### src/rtl/view_pkg.sv
// view_pkg: constants and types shared by the view scheduler and its bench-facing logic.
//   - Screen geometry (active area, split row, divider rows), sized to the counter widths.
//   - Reset kart states for both players.
//   - kart_state_t {x, y, dir} and the view_state_t row-region enum.
package view_pkg;

  localparam logic [10:0] H_ACTIVE        = 11'd1024;
  localparam logic [9:0]  V_ACTIVE        = 10'd768;
  localparam logic [9:0]  SPLIT_ROW       = 10'd384;
  localparam logic [9:0]  DIVIDER_ROW_TOP = 10'd383;

  typedef struct packed {
    logic [10:0] x;
    logic [10:0] y;
    logic [8:0]  dir;
  } kart_state_t;

  localparam kart_state_t P1_RESET = '{x: 11'd1200, y: 11'd191, dir: 9'd270};
  localparam kart_state_t P2_RESET = '{x: 11'd1328, y: 11'd191, dir: 9'd270};

  typedef enum logic [1:0] {
    TOP    = 2'd0,
    BOTTOM = 2'd1,
    VBLANK = 2'd2
  } view_state_t;

  // Tag bit order is {blank, divider}; the reset/idle tag is "blank".
  localparam logic [1:0] TAG_BLANK = 2'b10;

endpackage

### src/rtl/tag_delay.sv
// tag_delay: fixed-depth shift register with synchronous active-low reset.
//   clk_in  : clock
//   rst_in  : synchronous active-low reset, loads every stage with RESET_VALUE
//   d_in    : WIDTH-bit value entering the pipe
//   q_out   : value from DEPTH cycles earlier
module tag_delay #(
  parameter int                WIDTH       = 2,
  parameter int                DEPTH       = 5,
  parameter logic [WIDTH-1:0]  RESET_VALUE = '0
) (
  input  logic             clk_in,
  input  logic             rst_in,
  input  logic [WIDTH-1:0] d_in,
  output logic [WIDTH-1:0] q_out
);

  logic [WIDTH-1:0] stage_q [DEPTH];
  logic [WIDTH-1:0] stage_d [DEPTH];

  genvar gi;
  generate
    for (gi = 0; gi < DEPTH; gi++) begin : g_chain
      if (gi == 0) begin : g_head
        assign stage_d[gi] = d_in;
      end else begin : g_body
        assign stage_d[gi] = stage_q[gi-1];
      end
    end
  endgenerate

  always_ff @(posedge clk_in) begin
    if (!rst_in) begin
      for (int i = 0; i < DEPTH; i++) begin
        stage_q[i] <= RESET_VALUE;
      end
    end else begin
      for (int i = 0; i < DEPTH; i++) begin
        stage_q[i] <= stage_d[i];
      end
    end
  end

  assign q_out = stage_q[DEPTH-1];

endmodule

### src/rtl/view_scheduler.sv
// view_scheduler: stages per-player kart updates, commits them at the start of
// vertical blank, and drives a forward_view renderer for full or split screen.
//   clk_in, rst_in (sync, active-low)
//   hcount_in/vcount_in      : raster position
//   split_en_in              : split-screen request, sampled only at commit
//   pN_valid_in/pN_ready_out : one-entry update slot handshake per player
//   pN_x_in/pN_y_in/pN_dir_in: offered kart state
//   view_*_out, direction_out, player_*_out, opponent_*_out : registered
//                              forward_view inputs (1 cycle after the raster)
//   view_pixel_in            : forward_view pixel, VIEW_LATENCY after its inputs
//   pixel_out                : final pixel, VIEW_LATENCY+2 after the raster
//   frame_commit_out         : high during the commit cycle
module view_scheduler
  import view_pkg::*;
#(
  parameter int          VIEW_LATENCY  = 4,
  parameter logic [11:0] DIVIDER_COLOR = 12'hFFF
) (
  input  logic        clk_in,
  input  logic        rst_in,
  input  logic [10:0] hcount_in,
  input  logic [9:0]  vcount_in,
  input  logic        split_en_in,
  input  logic        p1_valid_in,
  input  logic [10:0] p1_x_in,
  input  logic [10:0] p1_y_in,
  input  logic [8:0]  p1_dir_in,
  output logic        p1_ready_out,
  input  logic        p2_valid_in,
  input  logic [10:0] p2_x_in,
  input  logic [10:0] p2_y_in,
  input  logic [8:0]  p2_dir_in,
  output logic        p2_ready_out,
  output logic [10:0] view_hcount_out,
  output logic [9:0]  view_vcount_out,
  output logic [8:0]  direction_out,
  output logic [10:0] player_x_out,
  output logic [10:0] player_y_out,
  output logic [10:0] opponent_x_out,
  output logic [10:0] opponent_y_out,
  input  logic [11:0] view_pixel_in,
  output logic [11:0] pixel_out,
  output logic        frame_commit_out
);

  // ---------------- update slots and live state ----------------
  logic                   commit;
  logic [1:0]             valid_w;
  kart_state_t [1:0]      offer;
  logic [1:0]             ready;
  logic [1:0]             take;
  logic [1:0]             full_q, full_d;
  kart_state_t [1:0]      slot_q, slot_d;
  kart_state_t [1:0]      live_q, live_d;
  logic                   split_mode_q, split_mode_d;

  // Commit is gated by reset so a reset cycle never reports one.
  assign commit = rst_in && (hcount_in == 11'd0) && (vcount_in == V_ACTIVE);

  assign valid_w  = {p2_valid_in, p1_valid_in};
  assign offer[0] = '{x: p1_x_in, y: p1_y_in, dir: p1_dir_in};
  assign offer[1] = '{x: p2_x_in, y: p2_y_in, dir: p2_dir_in};

  always_comb begin
    ready        = '0;
    take         = '0;
    full_d       = full_q;
    slot_d       = slot_q;
    live_d       = live_q;
    split_mode_d = split_mode_q;
    for (int i = 0; i < 2; i++) begin
      // Ready is forced low on the commit cycle so an update can never
      // race the slot being drained into the live registers.
      ready[i] = !full_q[i] && !commit;
      take[i]  = valid_w[i] && ready[i];
      if (take[i]) begin
        full_d[i] = 1'b1;
        slot_d[i] = offer[i];
      end
      if (commit) begin
        if (full_q[i]) begin
          live_d[i] = slot_q[i];
        end
        full_d[i] = 1'b0;
      end
    end
    if (commit) begin
      split_mode_d = split_en_in;
    end
  end

  assign p1_ready_out     = ready[0];
  assign p2_ready_out     = ready[1];
  assign frame_commit_out = commit;

  // ---------------- row-region FSM ----------------
  view_state_t state_q, state_d;

  // Every transition is decided by the current vcount, so state_d is always
  // the region of the row being sampled; the view outputs use state_d so they
  // land exactly one cycle after the raster.
  always_comb begin
    state_d = state_q;
    unique case (state_q)
      TOP: begin
        if (vcount_in >= V_ACTIVE)       state_d = VBLANK;
        else if (vcount_in >= SPLIT_ROW) state_d = BOTTOM;
      end
      BOTTOM: begin
        if (vcount_in >= V_ACTIVE)       state_d = VBLANK;
        else if (vcount_in < SPLIT_ROW)  state_d = TOP;
      end
      VBLANK: begin
        if (vcount_in < SPLIT_ROW)       state_d = TOP;
        else if (vcount_in < V_ACTIVE)   state_d = BOTTOM;
      end
      default: state_d = TOP;
    endcase
  end

  // ---------------- forward_view drive ----------------
  logic        view_p2;
  kart_state_t viewer, opponent;
  logic [10:0] view_hcount_q, view_hcount_d;
  logic [9:0]  view_vcount_q, view_vcount_d;
  logic [8:0]  direction_q, direction_d;
  logic [10:0] player_x_q, player_x_d, player_y_q, player_y_d;
  logic [10:0] opponent_x_q, opponent_x_d, opponent_y_q, opponent_y_d;

  always_comb begin
    view_p2  = split_mode_q && (state_d == BOTTOM);
    viewer   = view_p2 ? live_q[1] : live_q[0];
    opponent = view_p2 ? live_q[0] : live_q[1];

    view_hcount_d = hcount_in;
    view_vcount_d = vcount_in;
    if (split_mode_q) begin
      // Each half-screen is rendered at double vertical step so that a
      // 384-row half covers the renderer's full 768-row view.
      unique case (state_d)
        TOP:     view_vcount_d = vcount_in << 1;
        BOTTOM:  view_vcount_d = (vcount_in - SPLIT_ROW) << 1;
        default: view_vcount_d = vcount_in;
      endcase
    end

    direction_d  = viewer.dir;
    player_x_d   = viewer.x;
    player_y_d   = viewer.y;
    opponent_x_d = opponent.x;
    opponent_y_d = opponent.y;
  end

  // ---------------- pixel tag path ----------------
  logic [1:0]  tag_in, tag_out;
  logic [11:0] pixel_q, pixel_d;

  always_comb begin
    tag_in[1] = (hcount_in >= H_ACTIVE) || (vcount_in >= V_ACTIVE);
    tag_in[0] = split_mode_q &&
                ((vcount_in == DIVIDER_ROW_TOP) || (vcount_in == SPLIT_ROW));
  end

  // One extra stage covers the registered view outputs ahead of forward_view.
  tag_delay #(
    .WIDTH       (2),
    .DEPTH       (VIEW_LATENCY + 1),
    .RESET_VALUE (TAG_BLANK)
  ) u_tag_delay (
    .clk_in (clk_in),
    .rst_in (rst_in),
    .d_in   (tag_in),
    .q_out  (tag_out)
  );

  always_comb begin
    pixel_d = view_pixel_in;
    if (tag_out[1]) begin
      pixel_d = 12'h000;
    end else if (tag_out[0]) begin
      pixel_d = DIVIDER_COLOR;
    end
  end

  // ---------------- registers ----------------
  always_ff @(posedge clk_in) begin
    if (!rst_in) begin
      full_q        <= '0;
      slot_q        <= '0;
      live_q[0]     <= P1_RESET;
      live_q[1]     <= P2_RESET;
      split_mode_q  <= 1'b0;
      state_q       <= TOP;
      view_hcount_q <= '0;
      view_vcount_q <= '0;
      direction_q   <= '0;
      player_x_q    <= '0;
      player_y_q    <= '0;
      opponent_x_q  <= '0;
      opponent_y_q  <= '0;
      pixel_q       <= '0;
    end else begin
      full_q        <= full_d;
      slot_q        <= slot_d;
      live_q        <= live_d;
      split_mode_q  <= split_mode_d;
      state_q       <= state_d;
      view_hcount_q <= view_hcount_d;
      view_vcount_q <= view_vcount_d;
      direction_q   <= direction_d;
      player_x_q    <= player_x_d;
      player_y_q    <= player_y_d;
      opponent_x_q  <= opponent_x_d;
      opponent_y_q  <= opponent_y_d;
      pixel_q       <= pixel_d;
    end
  end

  assign view_hcount_out = view_hcount_q;
  assign view_vcount_out = view_vcount_q;
  assign direction_out   = direction_q;
  assign player_x_out    = player_x_q;
  assign player_y_out    = player_y_q;
  assign opponent_x_out  = opponent_x_q;
  assign opponent_y_out  = opponent_y_q;
  assign pixel_out       = pixel_q;

endmodule

### config.mk
export PLATFORM = sky130hd
export DESIGN_NAME = view_scheduler
export DESIGN_NICKNAME = d
export VERILOG_FILES = /design/src/rtl/view_pkg.sv /design/src/rtl/tag_delay.sv /design/src/rtl/view_scheduler.sv
export SDC_FILE = /design/constraint.sdc
export NUM_CORES = 1
export LEC_CHECK = 0
export BUFFER_PORTS_ARGS = -buffer_cell sky130_fd_sc_hd__buf_2
export CORE_UTILIZATION = 50
export DETAILED_ROUTE_END_ITERATION = 8
export PLACE_DENSITY = 0.74
export SYNTH_ARGS = -nofsm -noshare
export SYNTH_HDL_FRONTEND = slang
export SYNTH_HIERARCHICAL = 1
export SYNTH_SLANG_ARGS = --single-unit
### constraint.sdc
create_clock -name clk_in -period 3.55 [get_ports clk_in]
set_input_delay 0.355 -clock clk_in [delete_from_list [all_inputs] [get_ports clk_in]]
set_output_delay 0.355 -clock clk_in [all_outputs]
set_load 0.005 [all_outputs]
==> metrics.txt, run 1 <==
Synth Area per Inst=9.87 um2; fin crit share=73.2%; first-pass GRT wire length=28500 um; RSZ-0062 raised after global routing=no; deepest clock path buffer count=3; placer congestion estimate=0.848; top cells by area, synth=dfxtp_1, mux2i_1, nand2_1, nor4_1, a31oi_1; nets=1095; H-tree depth reported by CTS=1; worst relative slew slack=30.4%; layout cells sized above 1=24.7%; number of enable flip-flop cells after synthesis=0; drt drc=0; power density cells=545 mW/mm2; DRT Wirelength=18300 um; CP Capture Type=output port; worst-path fanout max=36; pin count of the biggest net entering global routing=256; via count=6312; area leader, netlist=dfxtp_1; clk root buf=clkbuf_16; WL per Instance=14.9 um; Vert. Die Dim=130 um; commonest cells in the netlist=dfxtp_1, nand2_1, mux2i_1; Least-Margin Pin Slew=1.04 ns; Final min period=2.60 ns; setup bufs post-CTS=0; Hold Buf Count CTS=0; GRT overflow=0; latest clock arrival within the worst-skew pair=0.50 ns; final cell count without fillers=1229; CTS clk-pin slew, worst paths=0.06 ns; Fmax=0.385 GHz; most common cell in the synthesized netlist=dfxtp_1; syn nets=933; Final Setup Violations=0; DP HPWL=11700 um; maximum vdd ir drop=0.376 mV; Hold Vio Cnt, Final=0; Primary FF master, synth=dfxtp_1; drt pass-1 iters=4; Initial Utilization=51.5%; final worst slack=0.952 ns; share of flip-flops with an asynchronous set or reset=0%; CP Class=primary input to output port; post-synthesis sequential area ratio=54.9%; hold slack=0.0647 ns; TritonCTS buffer count=23; core region area=0.0159 mm2; Synth Register Bits=225; Sum Neg Setup Slack=0 ns; vias in the first global route=5651; # clock sinks=225; Syn Std Cell Area=0.00821 mm2; Routed Antenna Nets=0; HP Class=primary input to register; PnR Total Power=5.49 mW; post-CTS sizing=0; PortBufs=188; dpl cells=1185; Die Wd=130 um; Cells after Synth=832; Synth top area share=54.9%; count of pins over their slew limit=0; critical path launch point type=primary input; Post-Route Skew=0.0115 ns; max-cap violations=0; Via density=5.14; Ys Warns=6; DRT iter0 DRCs=378; initial antenna violation count=3; status=complete, no violations; synth unique cells=37; Die Area=0.0169 mm2; Leak=4.28 nW; GRT Util Overall=21.2%; Worst EP required=3.19 ns; row count=46; Place WS=0.818 ns; I/O Pins=189; P&R area growth vs syn=22.8%; TritonCTS clock tree=done; WP data arrival=2.24 ns
## through the flow
step	instance area (um2)	util [%]
2_1_floorplan	8210	-
3_3_place_gp	9270	58.1
3_5_place_dp	9270	58.1
4_1_cts	10100	63.2
5_1_grt	10100	63.2
6_report	10100	63.2
## power breakdown
part	switching, mW	total, mW	internal, mW
clock	0.945	2.53	1.59
combinational	0.185	0.328	0.143
sequential	0.0255	2.63	2.60
## worst max-delay path, cell delays in order
cell    delay (ns)
buf_2         0.12
or4_4         0.57
or3_4         0.43
buf_4         0.27
nor2_1        0.26
nor2_1        0.10
buf_2         0.13
## per-layer routing
metal  track usage (%)  routed length (um)  up-vias
met3              4.63                1180       30
li1                  -                   -     3173
met4              5.06                 327        2
met2              34.5                8360      177
met5                 0                   8        -
met1              28.7                8390     2930
## registers in the layout, summed over array words and instances, names as in the netlist
register / count
opponent_x_out: 11
opponent_y_out: 11
player_y_out: 11
slot_q: 62
view_vcount_out: 10
player_x_out: 11
u_tag_delay/stage_q: 10
pixel_out: 12
full_q: 2
direction_out: 9
split_mode_q: 1
live_q: 62
view_hcount_out: 11
state_q: 2
## cells in the final DEF, fill, tap and decap left out, types with 2 or more instances in the layout
master / n
or3_1: 2
nor2_1: 32
clkbuf_16: 23
nor3_4: 2
diode_2: 3
mux2i_1: 155
clkbuf_1: 6
buf_4: 14
clkbuf_8: 5
nand2_1: 199
nor4_1: 33
nand3b_1: 2
nand3_1: 2
buf_2: 187
o21ai_0: 33
o221a_2: 2
clkinvlp_4: 2
inv_1: 2
and2_1: 17
a31oi_1: 31
dfxtp_1: 225
bufinv_16: 4
clkinv_1: 2
o211a_2: 2
nand2b_1: 7
nor4b_1: 2
## path summary, 6_finish.rpt
check | startpoint | to | slack, ns | cells after the start
setup / recovery | vcount_in[3] | p2_ready_out | 0.95 | 7
hold / removal | view_pixel_in[1] | pixel_out[1] | 0.06 | 3
setup reg to reg | full_q[1] | slot_q[32] | 1.33 | 6
hold reg to reg | u_tag_delay/stage_q[0][7] | u_tag_delay/stage_q[0][9] | 0.41 | 1
## layout make-up
| type | count | area, um2 |
|---|---|---|
| Fill cell | 1360 | 5860 |
| Sequential cell | 225 | 4500 |
| Multi-Input combinational cell | 537 | 3410 |
| Timing Repair Buffer | 203 | 1070 |
| Clock buffer | 34 | 667 |
| Tap cell | 216 | 270 |
| Clock inverter | 7 | 140 |
| Inverter | 4 | 15.0 |
| Antenna cell | 3 | 7.51 |
## cells by family after synthesis
family,count (synthesis),synth area share [%]
adders and majority gates,1,0.152
AOI/OAI and AO/OA,74,5.46
xor gates and xnor gates,1,0.107
and+or+nand+nor,306,16.7
muxes,155,18.9
buffers and inverters,70,3.81
DFF,225,54.9
Power figures use the tool's default switching activity.
==> run 2: changes to the inputs <==
--- a/config.mk
+++ b/config.mk
@@ -5,6 +5,7 @@
 export SDC_FILE = /design/constraint.sdc
 export NUM_CORES = 1
 export LEC_CHECK = 0
+export ABC_AREA = 1
 export BUFFER_PORTS_ARGS = -buffer_cell sky130_fd_sc_hd__buf_2
 export CORE_UTILIZATION = 50
 export DETAILED_ROUTE_END_ITERATION = 8
==> constraint.sdc (replaced) <==
create_clock -name clk_in -period 2.7 [get_ports clk_in]
set_input_delay 0.27 -clock clk_in [delete_from_list [all_inputs] [get_ports clk_in]]
set_output_delay 0.27 -clock clk_in [all_outputs]
set_load 0.005 [all_outputs]
==> run 2 against run 1 <==
  * Combinational power rose by 75%
  * Core utilization rose by 1.6 points
  * The run now ends with hold timing left
  * Worst hold slack got worse by 0.065 ns
  * Final cell count rose by 28%
==> metrics.txt, run 2 <==
Die Area=0.0173 mm2 (was 0.0169 mm2); latest clock arrival within the worst-skew pair=0.51 ns (was 0.50 ns); Final min period=2.23 ns; core region area=0.0165 mm2 (was 0.0159 mm2); Vert. Die Dim=132 um (was 130 um); drt pass-1 iters=5 (was 4); Worst EP required=3.06 ns (was 3.19 ns); maximum vdd ir drop=0.519 mV (was 0.376 mV); # fillers=1457 (was 1360); initial antenna violation count=0 (was 3); Internal=5.57 mW (was 4.33 mW); layout cells sized above 1=18.9% (was 24.7%); CP bufs+invs=3 (unchanged); placer congestion estimate=0.815 (was 0.848); Reg power frac=48.2% (was 47.9%); Initial Utilization=50.9% (was 51.5%); post-synthesis sequential area ratio=53.6% (was 54.9%); H-tree depth reported by CTS=1 (unchanged); DRT iter0 DRCs=457 (was 378); NetSw=1.68 mW (was 1.16 mW); Fmax=0.449 GHz; final worst slack=0.475 ns (was 0.952 ns); DP HPWL=13200 um (was 11700 um); Leak=5.52 nW (was 4.28 nW); hold slack=-0.000214 ns (was 0.0647 ns); Hold Vio Cnt, Final=1 (was 0); via count=7679 (was 6312); CTS clk-pin slew, worst paths=0.06 ns (about the same); largest family of logic cells by synthesized area=simple AND/OR/NAND/NOR gates (was multiplexers); complex-gate fraction of the synthesized area=6.68% (was 5.46%); setup bufs post-CTS=0 (unchanged); mux cell area share after synthesis=0% (was 18.9%); first-pass GRT wire length=34800 um (was 28500 um); WL per Instance=13.4 um (was 14.9 um); Die Wd=132 um (was 130 um); commonest cells in the netlist=nand2_1, nor2_1, dfxtp_1 (was dfxtp_1, nand2_1, mux2i_1); power density cells=676 mW/mm2 (was 545 mW/mm2); pin count of the biggest net entering global routing=169 (was 256); Cells after Synth=1130 (was 832); DRT Wirelength=21200 um (was 18300 um); slowest stage cell, crit path=dlygate4sd3_1 (was or4_4); deepest clock path buffer count=3 (unchanged); top cells by area, synth=dfxtp_1, nand2_1, nor2_1, inv_1, nand4_1 (was dfxtp_1, mux2i_1, nand2_1, nor4_1, a31oi_1); Hold Buf Count CTS=55 (was 0); wl on met1=9330 um (was 8390 um); fin crit share=82.4%; max layer used=met4 (was met5); met3 WL post-DR=1260 um (was 1180 um); Routed Antenna Nets=0 (unchanged); post-CTS sizing=0 (unchanged); max-cap violations=0 (unchanged); GRT overflow=0 (unchanged); # clock sinks=225 (unchanged); GRT Util Overall=24.5% (was 21.2%); count of pins over their slew limit=0 (unchanged); PortBufs=188 (unchanged); HP Class=primary input to register (unchanged); drt drc=0 (unchanged); Comb pwr share=7.9% (was 6.0%); area leader, netlist=dfxtp_1 (unchanged); Clock power frac=43.9% (was 46.1%); diodes inserted=0 (was 3); Sum Neg Setup Slack=0 ns (unchanged); Switching Share=23.1% (was 21.1%); Simple-Gate Fraction of Synth Area=30.3% (was 16.7%); RSZ-0062 raised after global routing=no (unchanged); worst-path fanout max=30 (was 36); syn nets=1231 (was 933); Largest delay share family, worst path=simple AND/OR/NAND/NOR gates (unchanged); most common cell in the synthesized netlist=nand2_1 (was dfxtp_1); Least-Margin Pin Slew=0.703 ns (was 1.04 ns); WP data arrival=2.58 ns (was 2.24 ns); status=finished, violations left (was complete, no violations); failing checks=hold timing; critical path, cell by cell=dlygate4sd3_1, buf_2, nor4_2, nand3_4, nor2_4, inv_2, nand2_1, nand3_1 (was buf_2, or4_4, or3_4, buf_4, nor2_1, nor2_1, buf_2); Synth Area per Inst=7.44 um2 (was 9.87 um2); nets=1444 (was 1095); TritonCTS clock tree=done (unchanged); WL met2=10100 um (was 8360 um); Place WS=0.409 ns (was 0.818 ns); I/O Pins=189 (unchanged); share of flip-flops with an asynchronous set or reset=0% (unchanged); Via density=4.86 (was 5.14); row count=47 (was 46); critical path launch point type=primary input (unchanged); Synth Area in XOR/XNOR=0% (was 0.107%); Synth Register Bits=225 (unchanged); number of enable flip-flop cells after synthesis=0 (unchanged); P&R area growth vs syn=27.4% (was 22.8%); clk root buf=clkbuf_16 (unchanged); Syn Std Cell Area=0.00841 mm2 (was 0.00821 mm2); commonest non-fill, non-tap cells in the layout=nand2_1, nor2_1, dfxtp_1 (was dfxtp_1, nand2_1, buf_2); commonest non-fill, non-tap cell in the layout=nand2_1 (was dfxtp_1); CP Class=primary input to register (was primary input to output port); Final Setup Violations=0 (unchanged); adder-cell area share of the yosys netlist=0.149% (was 0.152%); Primary FF master, synth=dfxtp_1 (unchanged); vias in the first global route=7207 (was 5651); Synth top area share=53.6% (was 54.9%); CP Capture Type=register (was output port); TritonCTS buffer count=23 (unchanged); worst relative slew slack=53.1% (was 30.4%); Post-Route Skew=0.0111 ns (was 0.0115 ns); Ys Warns=6 (unchanged); synth unique cells=30 (was 37); CP max stage delay=0.54 ns (was 0.57 ns)
==> run 2: layer usage <==
metal | track usage (%) | vias up
met3 | 4.01 | 37
li1 | - | 3914
met1 | 31.2 | 3466
met4 | 7.49 | 0
met2 | 42.5 | 262
met5 | 0 | -
==> run 2: through the flow <==
step / instance area, um2 / cells / power (mW) / hold slack (ns) / util [%]
3_5_place_dp: 9400 / 1483 / 4.07 / 0.390 / 56.9
6_report: 10700 / 1579 / 7.25 / -0.000214 / 64.9
2_1_floorplan: 8410 / 1130 / 3.87 / 0.368 / -
3_3_place_gp: 9400 / 1483 / 4.07 / 0.389 / 56.9
5_1_grt: 10700 / 1579 / 7.51 / 0.0114 / 64.9
4_1_cts: 10700 / 1579 / 7.30 / 0.000885 / 64.9
==> run 2: final cells by class <==
class,instances,area [um2],share of cell area [%]
repair buffers,257,1620,15.2
well taps,220,275,2.57
inverters,112,420,3.92
flip-flops and latches,225,4510,42.0
multi-input cells,724,3130,29.2
clock inverters,7,70.1,0.654
clock buffers,34,697,6.50
==> run 2: cells by family (layout without fill, tap and decap cells) <==
| family | after synthesis | in the layout |
|---|---|---|
| and+or+nand+nor | 619 | 619 |
| DFF | 225 | 225 |
| buffers and inverters | 181 | 410 |
| AOI/OAI and AO/OA | 104 | 104 |
| adders and majority gates | 1 | 1 |
==> run 2: final timing paths <==
kind | cells after the start | endpoint | start | slack, ns
setup / recovery | 8 | live_q[44] | hcount_in[6] | 0.47
hold reg to reg | 2 | u_tag_delay/stage_q[0][7] | u_tag_delay/stage_q[0][5] | 0.40
setup reg to reg | 6 | player_y_out[6] | state_q[1] | 1.17
hold / removal | 3 | slot_q[47] | p2_y_in[7] | -0.0002
==> run 2: worst register-to-register path: cells and delay by family (launching register included) <==
kind            cells  cell delay [ns]
simple gates        3             0.46
flops               1             0.33
compound gates      2             0.32
buf+inv             1             0.33
==> run 2: power groups by stage <==
stage	clock (mW)	sequential, mW	combinational [mW]
floorplan	0	3.56	0.311
global placement	0	3.57	0.503
detailed placement	0	3.57	0.505
CTS	3.23	3.50	0.572
global route	3.35	3.51	0.652
finish	3.18	3.50	0.573
